==> src/rtl/pc_fetch_ctrl_pkg.sv <==
`timescale 1ns/1ps
`default_nettype none
// ============================================================================
// Module   : pc_pkg
// Purpose  : Shared constants for the fetch-stage PC controller.
// Revision : 1.0 - initial release
// ============================================================================
package pc_pkg;

    // Fetch FSM encoding
    localparam logic [1:0] c_ST_BOOT = 2'd0;
    localparam logic [1:0] c_ST_RUN  = 2'd1;
    localparam logic [1:0] c_ST_WAIT = 2'd2;

    // Kind of redirect held in the pending buffer
    localparam logic [1:0] c_KIND_NONE = 2'd0;
    localparam logic [1:0] c_KIND_BR   = 2'd1;
    localparam logic [1:0] c_KIND_EXC  = 2'd2;

    localparam logic [31:0] c_RESET_VECTOR = 32'hbfc00000;
    localparam int          c_INST_BYTES   = 4;

endpackage : pc_pkg
`default_nettype wire

==> src/rtl/pc_fetch_ctrl_redirect_buf.sv <==
`timescale 1ns/1ps
`default_nettype none
// ============================================================================
// Module   : redirect_buf
// Purpose  : Holds one redirect that arrived while a fetch was outstanding;
//            exceptions always win over branches.
// Revision : 1.0 - initial release
// ============================================================================
module redirect_buf
    import pc_pkg::*;
#(
    parameter int WIDTH = 32
) (
    input  logic             clk,
    input  logic             rst,
    input  logic             i_capture,
    input  logic             i_consume,
    input  logic             i_exc_valid,
    input  logic [WIDTH-1:0] i_exc_pc,
    input  logic             i_br_valid,
    input  logic [WIDTH-1:0] i_br_pc,
    output logic             o_pend_valid,
    output logic [WIDTH-1:0] o_pend_pc
);

    logic             r_pend_valid;
    logic [1:0]       r_pend_kind;
    logic [WIDTH-1:0] r_pend_pc;

    always_ff @(posedge clk or posedge rst) begin
        if (rst) begin
            r_pend_valid <= 1'b0;
            r_pend_kind  <= c_KIND_NONE;
            r_pend_pc    <= '0;
        end else if (i_capture) begin
            if (i_exc_valid) begin
                r_pend_valid <= 1'b1;
                r_pend_kind  <= c_KIND_EXC;
                r_pend_pc    <= i_exc_pc;
            end else if (i_br_valid && (r_pend_kind != c_KIND_EXC)) begin
                // A buffered exception must survive a younger branch
                r_pend_valid <= 1'b1;
                r_pend_kind  <= c_KIND_BR;
                r_pend_pc    <= i_br_pc;
            end
        end else if (i_consume) begin
            r_pend_valid <= 1'b0;
            r_pend_kind  <= c_KIND_NONE;
        end
    end

    assign o_pend_valid = r_pend_valid;
    assign o_pend_pc    = r_pend_pc;

endmodule : redirect_buf
`default_nettype wire

==> src/rtl/pc_fetch_ctrl.sv <==
`timescale 1ns/1ps
`default_nettype none
// ============================================================================
// Module   : pc_fetch_ctrl
// Purpose  : Fetch-stage program counter with instruction-bus handshake,
//            prioritised redirects and misaligned-PC detection.
// Revision : 1.0 - initial release
// ============================================================================
module pc_fetch_ctrl
    import pc_pkg::*;
#(
    parameter int               WIDTH        = 32,
    parameter logic [WIDTH-1:0] RESET_VECTOR = WIDTH'(c_RESET_VECTOR),
    parameter int               INST_BYTES   = c_INST_BYTES
) (
    input  logic             clk,
    input  logic             rst,
    input  logic             stall,
    input  logic             exc_valid,
    input  logic [WIDTH-1:0] exc_pc,
    input  logic             br_valid,
    input  logic [WIDTH-1:0] br_pc,
    output logic             inst_req,
    output logic [WIDTH-1:0] inst_addr,
    input  logic             inst_addr_ok,
    output logic             inst_discard,
    output logic             ce,
    output logic             fetch_adel,
    output logic             redirect_pending
);

    localparam logic [WIDTH-1:0] c_STEP       = WIDTH'(INST_BYTES);
    localparam logic [WIDTH-1:0] c_ALIGN_MASK = WIDTH'(INST_BYTES - 1);

    logic [1:0]       r_state;
    logic             r_ce;
    logic [WIDTH-1:0] r_pc;

    logic             w_pend_valid;
    logic [WIDTH-1:0] w_pend_pc;
    logic             w_adel;
    logic             w_req;
    logic             w_hs;
    logic             w_redir;
    logic [WIDTH-1:0] w_target;
    logic             w_capture;
    logic             w_take;
    logic [WIDTH-1:0] w_new_pc;

    assign w_adel   = r_ce && ((r_pc & c_ALIGN_MASK) != '0);
    // Once issued, a request stays up until accepted
    assign w_req    = (r_state == c_ST_WAIT) ||
                      ((r_state == c_ST_RUN) && !stall && !w_adel);
    assign w_hs     = w_req && inst_addr_ok;
    assign w_redir  = exc_valid || br_valid;
    assign w_target = exc_valid ? exc_pc : br_pc;

    assign w_capture = w_req && !inst_addr_ok && w_redir;
    assign w_take    = !w_capture && (w_hs || !w_req) && (w_redir || w_pend_valid);
    assign w_new_pc  = w_redir ? w_target : w_pend_pc;

    redirect_buf #(
        .WIDTH (WIDTH)
    ) u_redirect_buf (
        .clk          (clk),
        .rst          (rst),
        .i_capture    (w_capture),
        .i_consume    (w_take),
        .i_exc_valid  (exc_valid),
        .i_exc_pc     (exc_pc),
        .i_br_valid   (br_valid),
        .i_br_pc      (br_pc),
        .o_pend_valid (w_pend_valid),
        .o_pend_pc    (w_pend_pc)
    );

    always_ff @(posedge clk or posedge rst) begin
        if (rst) begin
            r_state <= c_ST_BOOT;
            r_ce    <= 1'b0;
            r_pc    <= RESET_VECTOR;
        end else begin
            case (r_state)
                c_ST_BOOT: begin
                    r_state <= c_ST_RUN;
                    r_ce    <= 1'b1;
                end
                c_ST_RUN: begin
                    if (w_req && !inst_addr_ok) r_state <= c_ST_WAIT;
                end
                c_ST_WAIT: begin
                    if (inst_addr_ok) r_state <= c_ST_RUN;
                end
                default: begin
                    r_state <= c_ST_BOOT;
                    r_ce    <= 1'b0;
                end
            endcase

            if (w_take) begin
                r_pc <= w_new_pc;
            end else if (w_hs) begin
                r_pc <= r_pc + c_STEP;
            end
        end
    end

    assign inst_req         = w_req;
    assign inst_addr        = r_pc;
    assign inst_discard     = w_hs && (w_redir || w_pend_valid);
    assign ce               = r_ce;
    assign fetch_adel       = w_adel;
    assign redirect_pending = w_pend_valid;

endmodule : pc_fetch_ctrl
`default_nettype wire

==> config.mk <==
export PLATFORM = sky130hd
export DESIGN_NAME = pc_fetch_ctrl
export DESIGN_NICKNAME = d
export VERILOG_FILES = /design/src/rtl/pc_fetch_ctrl_pkg.sv /design/src/rtl/pc_fetch_ctrl_redirect_buf.sv /design/src/rtl/pc_fetch_ctrl.sv
export SDC_FILE = /design/constraint.sdc
export NUM_CORES = 1
export LEC_CHECK = 0
export CORE_MARGIN = 3
export CORE_UTILIZATION = 30
export DETAILED_ROUTE_END_ITERATION = 6
export PLACE_DENSITY = 0.51
export SLEW_MARGIN = 40
export SYNTH_ARGS = -nofsm -noshare
export SYNTH_HDL_FRONTEND = slang
export SYNTH_SLANG_ARGS = --single-unit
==> constraint.sdc <==
create_clock -name clk -period 4.9 [get_ports clk]
set_input_delay 0.98 -clock clk [delete_from_list [all_inputs] [get_ports clk]]
set_output_delay 0.98 -clock clk [all_outputs]
set_load 0.03 [all_outputs]
**Word-level counts from Yosys, hierarchy flattened**

Index checks and enable logic that the tools add are counted.

- Register bits after elaboration: 70
- Bits of input ports: 70

- $add $sub $neg: 1
- Eq/ne operators: 6
- Mux-type cells: 18
- Reductions and logical operators: 28

Operators with widths:

| cell | count |
|---|---|
| $mux 32 | 6 |
| $add 32x3->32 const B | 1 |
| $reduce_bool 32->1 | 1 |
| $mux 2 | 6 |
| $logic_and 1x1->1 | 10 |
| $pmux 2 s3 | 1 |
| $reduce_and 2->1 | 3 |
| $reduce_bool 2->1 | 3 |
| $logic_not 1->1 | 5 |
| $logic_or 1x1->1 | 4 |
| $mux 1 | 4 |
| $ne 2x2->1 const B | 2 |
| $ne 3x2->1 const B | 1 |
| $eq 2x1->1 const B | 1 |
| $eq 2x2->1 const B | 1 |
| $logic_not 2->1 | 1 |
| $ne 2x1->1 const B | 1 |
| $pmux 1 s2 | 1 |
| $reduce_or 2->1 | 1 |

**Longest topological paths before layout**

- Depth after elaboration: 12
- Mapped depth: 9
- Depth with buffers taken out: 7

**Hierarchy**

A second synthesis with hierarchy kept.

- Cells, all modules: 489
- Area total of the unflattened synthesis: 4709.5 µm²

Modules (own cells, without submodules):

| module | times used | area each (µm²) | cells each |
|---|---|---|---|
| pc_fetch_ctrl | 1 | 2955.3 | 369 |
| redirect_buf | 1 | 1754.2 | 120 |

**Worst setup path before layout**

No wires, ideal clock.

- Path kind: input -> output
- From: input stall
- To: output inst_discard
- Data required time: 3.920 ns
- Arrival: 2.234 ns
- Setup slack: 1.686 ns
- Stages: 4
- Path buffers: 0
- Cell sequence: inv_1 > a31oi_2 > clkinv_1 > and3_1

- Word-level cells in the longest chain between the ends: 6

RTL lines:

| what | RTL line | RTL |
|---|---|---|
| start, declared | pc_fetch_ctrl.sv:18 | `input logic stall,` |
| $logic_not 1->1 | pc_fetch_ctrl.sv:53 | `((r_state == c_ST_RUN) && !stall && !w_adel);` |
| $logic_and 1x1->1 (2 in series) | pc_fetch_ctrl.sv:53 |  |
| $logic_or 1x1->1 | pc_fetch_ctrl.sv:52 | `assign w_req = (r_state == c_ST_WAIT) \|\|` |
| net inst_req | pc_fetch_ctrl.sv:23 | `output logic inst_req,` |
| $logic_and 1x1->1 | pc_fetch_ctrl.sv:54 | `assign w_hs = w_req && inst_addr_ok;` |
| $logic_and 1x1->1 | pc_fetch_ctrl.sv:110 | `assign inst_discard = w_hs && (w_redir \|\| w_pend_valid);` |
| end, declared | pc_fetch_ctrl.sv:26 | `output logic inst_discard,` |

The timed path passes the listed nets, and every way through them passes these cells.

**Worst setup path after layout**

- From: input stall
- To: output inst_discard

- Word-level cells in the longest chain between the ends: 6

RTL lines:

| what | RTL line |
|---|---|
| $logic_not 1->1 | pc_fetch_ctrl.sv:53 |
| $logic_and 1x1->1 (2 in series) | pc_fetch_ctrl.sv:53 |
| $logic_or 1x1->1 | pc_fetch_ctrl.sv:52 |
| $logic_and 1x1->1 | pc_fetch_ctrl.sv:54 |
| $logic_and 1x1->1 | pc_fetch_ctrl.sv:110 |

No other way between the ends.

==> results.md <==
* Most used cell, CP: clkdlybuf4s50_1
* CTS Sinks at 70
* Gr ovfl total at 0
* Number of flops mapped to enable cells by yosys at 0
* Area growth, synth to finish at 32.9%
* First drt pass iteration count at 5
* Top_reg_cell synth: dfrtp_1
* Final worst slack at 765 ps
* Die height at 128 um
* Syn_area_per_cell at 8.51 sq um
* WP data required at 3920 ps
* Switching share of power at 44.0%
* Largest cells by area after synthesis: dfrtp_1, mux2i_1, dfstp_2
* Clock skew at 6.02 ps
* Final nets at 692
* Startpoint Class: input pin
* FFs w/ async S/R, synth at 100%
* Pin count of the biggest net entering global routing at 99
* #FFs+latches synth at 70
* Vias in the first global route at 4294
* Setup TNS at 0 ps
* Fmax at 242 MHz
* Net switching power at 1.52 mW
* First-pass GRT wire length at 23600 um
* DR vias at 4409
* Tmin final at 4130 ps
* CORE AREA at 14600 sq um
* Clock slew seen by the registers of the worst setup and hold paths at 60 ps
* Part of the Yosys area used for sequential elements at 39.3%
* CTS-repair resized insts at 0
* Drt total wl at 14800 um
* TritonCTS clock tree: yes
* Commonest cells post-synth: dfrtp_1, nor2_1, a21oi_1, nand2_1, mux2i_1
* Hold slack at 515 ps
* Syn_nets at 602
* Leak pwr at 2.38 nW
* Setup Buffers After CTS at 0
* Die X at 128 um
* PD cells at 578 nW/um^2
* Layout cell share with drive strength beyond 1 at 8.20%
* Final Hold Viols at 0
* Antenna-violating nets left at 0
* Hold/Removal Path Class: reg -> reg
* Number of port buffers at 106
* Critical Path AT at 3150 ps
* Cell Rows at 44
* DR vias/cell at 5.47
* Post-synthesis cell type count at 59
* Drt wl/cell at 18.4 um
* Mapped Area at 4490 sq um
* Flop pwr share at 34.6%
* H-tree Lvls at 3
* Dpl cells at 790
* Final Cell Area at 5960 sq um
* Non-Filler Instances at 806
* MaxCap Viol Count at 0
* Pins Over Slew Limit at 0
* Fin util at 40.9%
* Antenna cell count at 0
* Cts hold-fix bufs at 0
* Routability cong. at 0.866
* Max FO, Critical Path at 10
* I/O pin total at 107
* CP peak stage delay at 590 ps
* Initial core utilization at 30.8%
* # fillers at 1460
* Slowest-stage cell, CP: clkdlybuf4s50_1
* Clock latency on the worst-skew pair at 340 ps
* Comb power frac at 47.9%
* GR met2 Demand/Resource at 30.0%
* Post-synth top area share at 34.0%
* HPWL Detailed at 10600 um
* Detailed-route DRC error count at 0
* Crit path kind: in -> out
* Critical-path cell list: clkdlybuf4s50_1 -> inv_1 -> a31oi_2 -> clkinv_1 -> and3_1 -> clkdlybuf4s50_1
* Fin crit share at 84.4%
* Total Power at 3.45 mW
* Total CTS buffers at 9
* Initial drt markers at 305
* Root Buffer: clkbuf_16
* Clock power frac at 17.5%
* RSZ-0062 raised after global routing: false
* Grt met3 use at 4.54%
* Rel. slew slack at 50.6%
* Outcome: complete, no violations
* DP Area at 5700 sq um
* YS warnings at 0
* Clock Path Buffers at 2
* WP buf/inv at 4
* Mapped Cells at 527
* Total global-route track usage at 18.4%
* Worst vdd ir at 0.270 mV
* Synth area leader: dfrtp_1
* Die Footprint at 16500 sq um
* Crit-path leading delay family: buffers and inverters
* Internal power at 1.93 mW
* Worst slew pin tran at 736 ps
* Dpl ws at 763 ps
* CP endpoint kind: output port
* Initial antenna violation count at 0
* Layer with the highest usage: met2
* Final Setup Violations at 0
* GR Util met1 at 24.4%
final timing paths:
kind,from,depth (start not counted),slack [ps],end
worst max-delay path,stall,6,770,inst_discard
worst min-delay path,inst_addr[29],2,510,inst_addr[29]
worst max register to register,inst_addr[2],6,2420,inst_addr[28]
worst min register to register,inst_addr[29],2,510,inst_addr[29]
max in group asynchronous,rst,3,2900,inst_addr[31]
min in group asynchronous,rst,2,1030,u_redirect_buf.o_pend_pc[22]
cell usage in the layout, fill, tap and decap left out, types with 10 or more instances in the layout:
cell type,n
a21oi_1,47
a31oi_1,26
clkdlybuf4s50_1,104
dfrtp_1,61
inv_1,10
mux2i_1,42
nand2_1,46
nand2b_1,19
nand3_1,14
nor2_1,61
o211ai_1,10
o21ai_0,34
routing by layer:
| metal | vias up | wire [um] |
|---|---|---|
| li1 | 2120 | - |
| met1 | 2146 | 6630 |
| met2 | 129 | 7150 |
| met3 | 14 | 845 |
| met4 | 0 | 218 |
| met5 | - | 0 |
registers in the layout (all words and copies together) (netlist names):
register and cells:
inst_addr 32, r_state 2, u_redirect_buf.o_pend_valid 1, ce 1, u_redirect_buf.o_pend_pc 32, u_redirect_buf.r_pend_kind 2
power groups by stage:
stage	logic [mW]	clock network (mW)	registers (mW)
3_5_place_dp	1.66	0	1.19
6_report	1.65	0.603	1.19
2_1_floorplan	0.808	0	1.37
5_1_grt	1.81	0.639	1.24
4_1_cts	1.67	0.619	1.19
3_3_place_gp	1.63	0	1.18
worst reg2reg max path: cells and delay by family, from the launching register on:
family / cells / cell delay (ps)
compound gates: 1 / 310
simple gates: 4 / 1320
flops: 1 / 480
fa+ha+maj: 1 / 260
layout make-up:
| class | count | area [sq um] | area share, % |
|---|---|---|---|
| Timing Repair Buffer | 113 | 1110 | 18.6 |
| Sequential cell | 70 | 1760 | 29.6 |
| Clock inverter | 2 | 10.0 | 0.168 |
| Tap cell | 184 | 230 | 3.86 |
| Clock buffer | 14 | 254 | 4.26 |
| Inverter | 12 | 46.3 | 0.776 |
| Multi-Input combinational cell | 411 | 2550 | 42.8 |
logic make-up (layout without fill, tap and decap cells):
family	after synthesis	count (layout)	synth area share, %
simple gates	195	195	21.7
fa+ha+maj	5	5	1.39
buf+inv	46	141	3.96
compound gates	163	163	22.8
flops	70	70	39.3
mux	48	48	10.9
Note: power is estimated with default switching activity, not from simulation.
